File: src/rtl/module_seg7_scan.sv
// ---------------------------------------------------------------------------
// module_seg7_scan
//
// Multiplexed seven-segment scan driver. It sits behind the 27 MHz divider,
// steps a one-hot anode through NUM_DIGITS digits on each refresh tick, decodes
// each hex nibble to segments, and holds every output off for BLANK_CYCLES
// clocks before each digit lights up, which prevents ghosting between digits.
// New digit data is accepted through a valid/ready handshake. It is parked in
// a shadow register and moved to the display only when the scan wraps back to
// digit 0, so a single frame never shows a mix of old and new data.
//
// Parameters:
//   NUM_DIGITS     number of multiplexed digits (2..8)
//   BLANK_CYCLES   all-off clocks before each digit is shown (>=1)
//   AN_ACTIVE_LOW  1 = anode outputs are active-low
//   SEG_ACTIVE_LOW 1 = segment/dp outputs are active-low
//
// Ports:
//   clk          system clock (27 MHz)
//   rst          synchronous reset, active-high
//   scan_tick_i  1-cycle refresh pulse; only acted on while a digit is shown
//   digits_i     hex nibbles, nibble k drives digit k (digit 0 = LS digit)
//   dp_i         decimal-point enables, bit k drives digit k
//   valid_i      new digits_i/dp_i offered
//   ready_o      high when no update is waiting for the next frame wrap
//   an_o         digit enables, one-hot while a digit is shown
//   seg_o        segments {g,f,e,d,c,b,a}
//   dp_o         decimal point
//   frame_o      1-cycle pulse after the scan index wraps to 0
//
// Build option:
//   LEADING_ZERO_BLANK_EN  when defined, digits k>0 that are zero and have only
//                          zero digits above them show no segments (their
//                          anode still cycles and dp still follows dp[k]).
// ---------------------------------------------------------------------------
module module_seg7_scan #(
    parameter int unsigned NUM_DIGITS     = 4,
    parameter int unsigned BLANK_CYCLES   = 64,
    parameter int unsigned AN_ACTIVE_LOW  = 1,
    parameter int unsigned SEG_ACTIVE_LOW = 1
) (
    input  logic                    clk,
    input  logic                    rst,
    input  logic                    scan_tick_i,
    input  logic [4*NUM_DIGITS-1:0] digits_i,
    input  logic [NUM_DIGITS-1:0]   dp_i,
    input  logic                    valid_i,
    output logic                    ready_o,
    output logic [NUM_DIGITS-1:0]   an_o,
    output logic [6:0]              seg_o,
    output logic                    dp_o,
    output logic                    frame_o
);

    localparam int unsigned IDX_W = (NUM_DIGITS > 1) ? $clog2(NUM_DIGITS) : 1;
    localparam int unsigned CNT_W = (BLANK_CYCLES > 1) ? $clog2(BLANK_CYCLES) : 1;

    localparam logic [IDX_W-1:0] LAST_IDX = IDX_W'(NUM_DIGITS - 1);
    localparam logic [CNT_W-1:0] LAST_CNT = CNT_W'(BLANK_CYCLES - 1);

    // Inactive output levels for the configured polarities.
    localparam logic [NUM_DIGITS-1:0] AN_OFF  = (AN_ACTIVE_LOW != 0)  ? '1 : '0;
    localparam logic [6:0]            SEG_OFF = (SEG_ACTIVE_LOW != 0) ? '1 : '0;
    localparam logic                  DP_OFF  = (SEG_ACTIVE_LOW != 0);

    typedef enum logic {
        BLANK = 1'b0,
        SHOW  = 1'b1
    } state_t;

    state_t                  state;
    logic [CNT_W-1:0]        cnt;
    logic [IDX_W-1:0]        idx;

    logic [4*NUM_DIGITS-1:0] disp_digits;
    logic [NUM_DIGITS-1:0]   disp_dp;
    logic [4*NUM_DIGITS-1:0] shadow_digits;
    logic [NUM_DIGITS-1:0]   shadow_dp;
    logic                    pending;

    // Active-high segment pattern {g,f,e,d,c,b,a} for one hex nibble.
    function automatic logic [6:0] decode(input logic [3:0] nib);
        logic [6:0] s;
        case (nib)
            4'h0:    s = 7'h3F;
            4'h1:    s = 7'h06;
            4'h2:    s = 7'h5B;
            4'h3:    s = 7'h4F;
            4'h4:    s = 7'h66;
            4'h5:    s = 7'h6D;
            4'h6:    s = 7'h7D;
            4'h7:    s = 7'h07;
            4'h8:    s = 7'h7F;
            4'h9:    s = 7'h6F;
            4'hA:    s = 7'h77;
            4'hB:    s = 7'h7C;
            4'hC:    s = 7'h39;
            4'hD:    s = 7'h5E;
            4'hE:    s = 7'h79;
            default: s = 7'h71;
        endcase
        return s;
    endfunction

    // Per-digit "suppress segments" mask for leading zeros.
    logic [NUM_DIGITS-1:0] lz_mask;

`ifdef LEADING_ZERO_BLANK_EN
    logic upper_zero;

    // Walk down from the most significant digit; a digit is a leading zero
    // while it and everything above it are zero. Digit 0 is never suppressed.
    always_comb begin
        lz_mask    = '0;
        upper_zero = 1'b1;
        for (int unsigned k = NUM_DIGITS - 1; k >= 1; k--) begin
            upper_zero = upper_zero & (disp_digits[4*k +: 4] == 4'h0);
            lz_mask[k] = upper_zero;
        end
    end
`else
    always_comb begin
        lz_mask = '0;
    end
`endif

    // Drive levels for the digit selected by idx, already polarity-adjusted.
    logic [3:0]            cur_nib;
    logic                  cur_dp;
    logic [6:0]            cur_seg;
    logic [NUM_DIGITS-1:0] onehot;
    logic [NUM_DIGITS-1:0] an_show;
    logic [6:0]            seg_show;
    logic                  dp_show;

    always_comb begin
        cur_nib  = disp_digits[{idx, 2'b00} +: 4];
        cur_dp   = disp_dp[idx];
        cur_seg  = lz_mask[idx] ? 7'h00 : decode(cur_nib);
        onehot   = NUM_DIGITS'(1) << idx;
        an_show  = (AN_ACTIVE_LOW != 0)  ? ~onehot : onehot;
        seg_show = (SEG_ACTIVE_LOW != 0) ? ~cur_seg : cur_seg;
        dp_show  = (SEG_ACTIVE_LOW != 0) ? ~cur_dp : cur_dp;
    end

    // Handshake and frame-wrap qualifiers.
    logic wrap;
    logic take;
    logic pending_next;

    always_comb begin
        wrap = (state == SHOW) && scan_tick_i && (idx == LAST_IDX);
        take = valid_i && !pending;
        // take needs pending=0 and a wrap only clears a set pending, so the
        // two never act on the same edge.
        pending_next = take | (pending & ~wrap);
    end

    always_ff @(posedge clk) begin
        if (rst) begin
            state         <= BLANK;
            cnt           <= '0;
            idx           <= '0;
            disp_digits   <= '0;
            disp_dp       <= '0;
            shadow_digits <= '0;
            shadow_dp     <= '0;
            pending       <= 1'b0;
            ready_o       <= 1'b1;
            frame_o       <= 1'b0;
            an_o          <= AN_OFF;
            seg_o         <= SEG_OFF;
            dp_o          <= DP_OFF;
        end else begin
            frame_o <= 1'b0;
            pending <= pending_next;
            ready_o <= ~pending_next;

            if (take) begin
                shadow_digits <= digits_i;
                shadow_dp     <= dp_i;
            end

            case (state)
                BLANK: begin
                    // Ticks arriving during dead time are dropped, not queued.
                    if (cnt == LAST_CNT) begin
                        state <= SHOW;
                        cnt   <= '0;
                        an_o  <= an_show;
                        seg_o <= seg_show;
                        dp_o  <= dp_show;
                    end else begin
                        cnt <= cnt + 1'b1;
                    end
                end

                SHOW: begin
                    if (scan_tick_i) begin
                        state <= BLANK;
                        an_o  <= AN_OFF;
                        seg_o <= SEG_OFF;
                        dp_o  <= DP_OFF;
                        if (idx == LAST_IDX) begin
                            idx     <= '0;
                            frame_o <= 1'b1;
                            if (pending) begin
                                disp_digits <= shadow_digits;
                                disp_dp     <= shadow_dp;
                            end
                        end else begin
                            idx <= idx + 1'b1;
                        end
                    end
                end

                default: begin
                    state <= BLANK;
                    cnt   <= '0;
                end
            endcase
        end
    end

endmodule
File: config.mk
export PLATFORM = sky130hd
export DESIGN_NAME = module_seg7_scan
export DESIGN_NICKNAME = d
export VERILOG_FILES = /design/src/rtl/module_seg7_scan.sv
export SDC_FILE = /design/constraint.sdc
export NUM_CORES = 1
export LEC_CHECK = 0
export CAP_MARGIN = 20
export CORE_UTILIZATION = 45
export CTS_CLUSTER_DIAMETER = 120
export CTS_CLUSTER_SIZE = 20
export DETAILED_ROUTE_END_ITERATION = 10
export GPL_TIMING_DRIVEN = 0
export PLACE_DENSITY = 0.79
export SLEW_MARGIN = 0
export SYNTH_ARGS = -nofsm -noshare
export SYNTH_HDL_FRONTEND = slang
export SYNTH_SLANG_ARGS = --single-unit
File: constraint.sdc
create_clock -name clk -period 2.5 [get_ports clk]
set_input_delay 0.5 -clock clk [delete_from_list [all_inputs] [get_ports clk]]
set_output_delay 0.5 -clock clk [all_outputs]
set_load 0.05 [all_outputs]
==> metrics <==
status finished clean; Crit Reg-Reg Endpoint seg_o[0]; Area growth, synth to finish 24.8%; worst-margin pin slew 522 ps; Mapped Area 2760 um^2; RD Place Congestion 0.805; critical path endpoint seg_o[0]; final setup violating endpoints 0; dpl cells 433; gr ovfl total 0; depth of the most critical reg-to-reg path 6; synth unique cells 35; critical path type reg2reg; Critical Path RT 2770 ps; Top FF cell, synth dfxtp_1; post-synthesis adder-cell area fraction 4.99%; num rows 28; reg-to-reg critical path startpoint idx[0]; worst reg-to-reg setup slack 260 ps; Clock Sinks 64; Worst Clk Skew 6.74 ps; Net count, final 404; Core ar. between 5000 and 6000 um^2; post-CTS setup buffer count 0; Max VDD drop 0.000419 V; wire per inst between 10 and 15 um; Post-Layout Cell Count 449; # DRC 0; Avg Cell Area, Syn 8.56 um^2; clock latency on the worst-skew pair 340 ps; CTS tree yes; crit start category flip-flop; CTS max path bufs 2; Initial DRT Pass Iterations 4; combinational fraction of design power under 10%; RSZ-0062 raised after global routing false; Post-CTS Hold Buffers 0; clock-pin slew on the worst setup and hold paths 70 ps; cts bufs inserted 9; achievable clock frequency roughly 450 MHz; Routed Antenna Nets 0; die width approximately 80 um; Final min period approximately 2200 ps; antenna cells 0; Die Y 80.3 um; Slew headroom 65.2%; worst-path maximum fanout 8; simple-gate share of the synthesized area 21.6%; post-CTS sizing 0; Max-Cap Viols 0; Iter 0 DRT Violations between 70 and 80; total I/O pin count 38; initial antenna violation count 0; critical path capture point type flip-flop; xor/xnor share of the synthesized area 1.27%; layout cells sized above 1 around 6.4%; Die ar. 6440 um^2; Final HPWL DP 4180 um; Final TNS setup 0 ps; via density per instance about 5.1; multiplexer area fraction after synthesis 7.03%; Cell Pwr Density 635 nW/um^2; Hold Crit Class reg2reg; Syn Nets 357; Routed WL 5640 um; Worst Path Arrival 2510 ps; Leak 0.00124 uW; final period utilization between 80% and 90%; Seq/Total Area, Yosys between 40% and 50%; Sequential Power Share 48.5%; Post-synth EDFFs 0; net load switching power roughly 470 uW; vias post-DR approximately 2300; Clock Tree Root clkbuf_8; # H-tree levels 3; cells after synthesis around 320; #FFs+latches synth 64; GRT Total Usage 20.0%; Compound-Gate Fraction of Synth Area 13.6%; final hold violations 0; yosys warns 0; clock network fraction of design power 46.3%; Critical path origin idx[0]; sw frac 21.6%; P_int 1710 uW; largest net degree at the start of global routing 12; fraction of registers with async set/reset 0%; Starting Density 46.6%; largest family of logic cells by synthesized area simple AND/OR/NAND/NOR gates; vias in the first global route 2176; final slew viol count 0; Port Buffers 36; first-pass GRT wire length approximately 9700 um; Filler cells 532
## cells by family (layout without fill, tap and decap cells)
family	count (synthesis)	count (layout)
simple gates	135	135
flops	64	64
xor+xnor	4	4
mux	12	12
compound gates	65	65
buf+inv	31	83
fa+ha+maj	11	11
## layer usage
metal	share of wire, %	GRT usage [%]
met5	0	0
met4	1.5	7.32
met3	3.9	5.91
met2	49	34.0
met1	46	23.6
## registers in the layout (all words and copies together), names as in the netlist
signal and flops:
dp_o 1, disp_dp 4, state 1, shadow_dp 4, ready_o 1, pending 1, cnt 6, seg_o 7
shadow_digits 16, disp_digits 16, frame_o 1, an_o 4, idx 2
## power by group through the flow
| stage | clock [uW] | combinational (uW) | sequential [uW] |
|---|---|---|---|
| floorplan | 0 | 55.6 | 1080 |
| global placement | 0 | 111 | 1080 |
| detailed placement | 0 | 115 | 1080 |
| CTS | 1020 | 116 | 1060 |
| global route | 1070 | 128 | 1060 |
| finish | 1010 | 114 | 1060 |
## synthesized netlist by cell type, drive strengths merged (3+ instances only)
library cell	n	area share, %
nor3	17	3.1
nor2	8	1.1
ha	11	5.0
o21ai	6	1.1
clkbuf	19	2.6
inv	9	1.2
nand2	86	12
nand3	3	0.54
dfxtp	64	46
nor2b	4	1.0
a211oi	6	1.6
and3	5	1.1
a21oi	44	8.0
buf	3	1.2
mux2i	7	2.5
mux4	5	4.5
## stage by stage
step,util [%],setup slack [ps],total power [uW],instance area (um^2),hold WS (ps)
finish,58.1,257,2180,3440,447
global route,58.1,140,2260,3440,471
CTS,58.1,254,2200,3440,450
detailed placement,54.2,26.2,1200,3210,444
global placement,54.2,66.7,1190,3210,441
floorplan,-,489,1140,2760,432
## layout by cell type, fill, tap and decap left out, types with 3 or more instances in the layout
master and n:
o21ai_0 6, dfxtp_1 64, buf_6 3, and3_1 5, nand3_1 3, mux2i_1 7
mux4_1 3, nor2b_1 3, clkbuf_1 19, nor3_1 17, inv_1 9, nand2_1 86
clkdlybuf4s50_1 36, clkbuf_8 11, a21oi_1 44, ha_1 11, a211oi_1 6, nor2_1 8
## critical path, stage by stage (launching register included)
cell and delay, ps:
dfxtp_1 380, buf_6 170, mux4_1 690, inv_1 160
ha_1 260, or3b_1 380, a2bb2oi_1 140
## how the worst min path moves through the flow
stage	startpoint	end	slack, ps	depth (start not counted)
after floorplan	disp_digits[4]	disp_digits[4]	430	2
after global placement	disp_digits[5]	disp_digits[5]	440	2
after detailed placement	shadow_digits[7]	disp_digits[7]	440	2
after CTS	shadow_digits[7]	disp_digits[7]	450	2
after global routing	shadow_digits[7]	disp_digits[7]	470	2
final	shadow_digits[7]	disp_digits[7]	450	2
## cell type report
class                           instances  area, um^2  area share, %
Clock buffer                           11         151           4.40
Buffer                                 22         105           3.05
Inverter                                9        33.8          0.981
Clock inverter                          5        78.8           2.29
Timing Repair Buffer                   36         360           10.5
Multi-Input combinational cell        227        1340           38.9
Sequential cell                        64        1280           37.2
Tap cell                               75        93.8           2.73
Note: power is estimated with default switching activity, not from simulation.
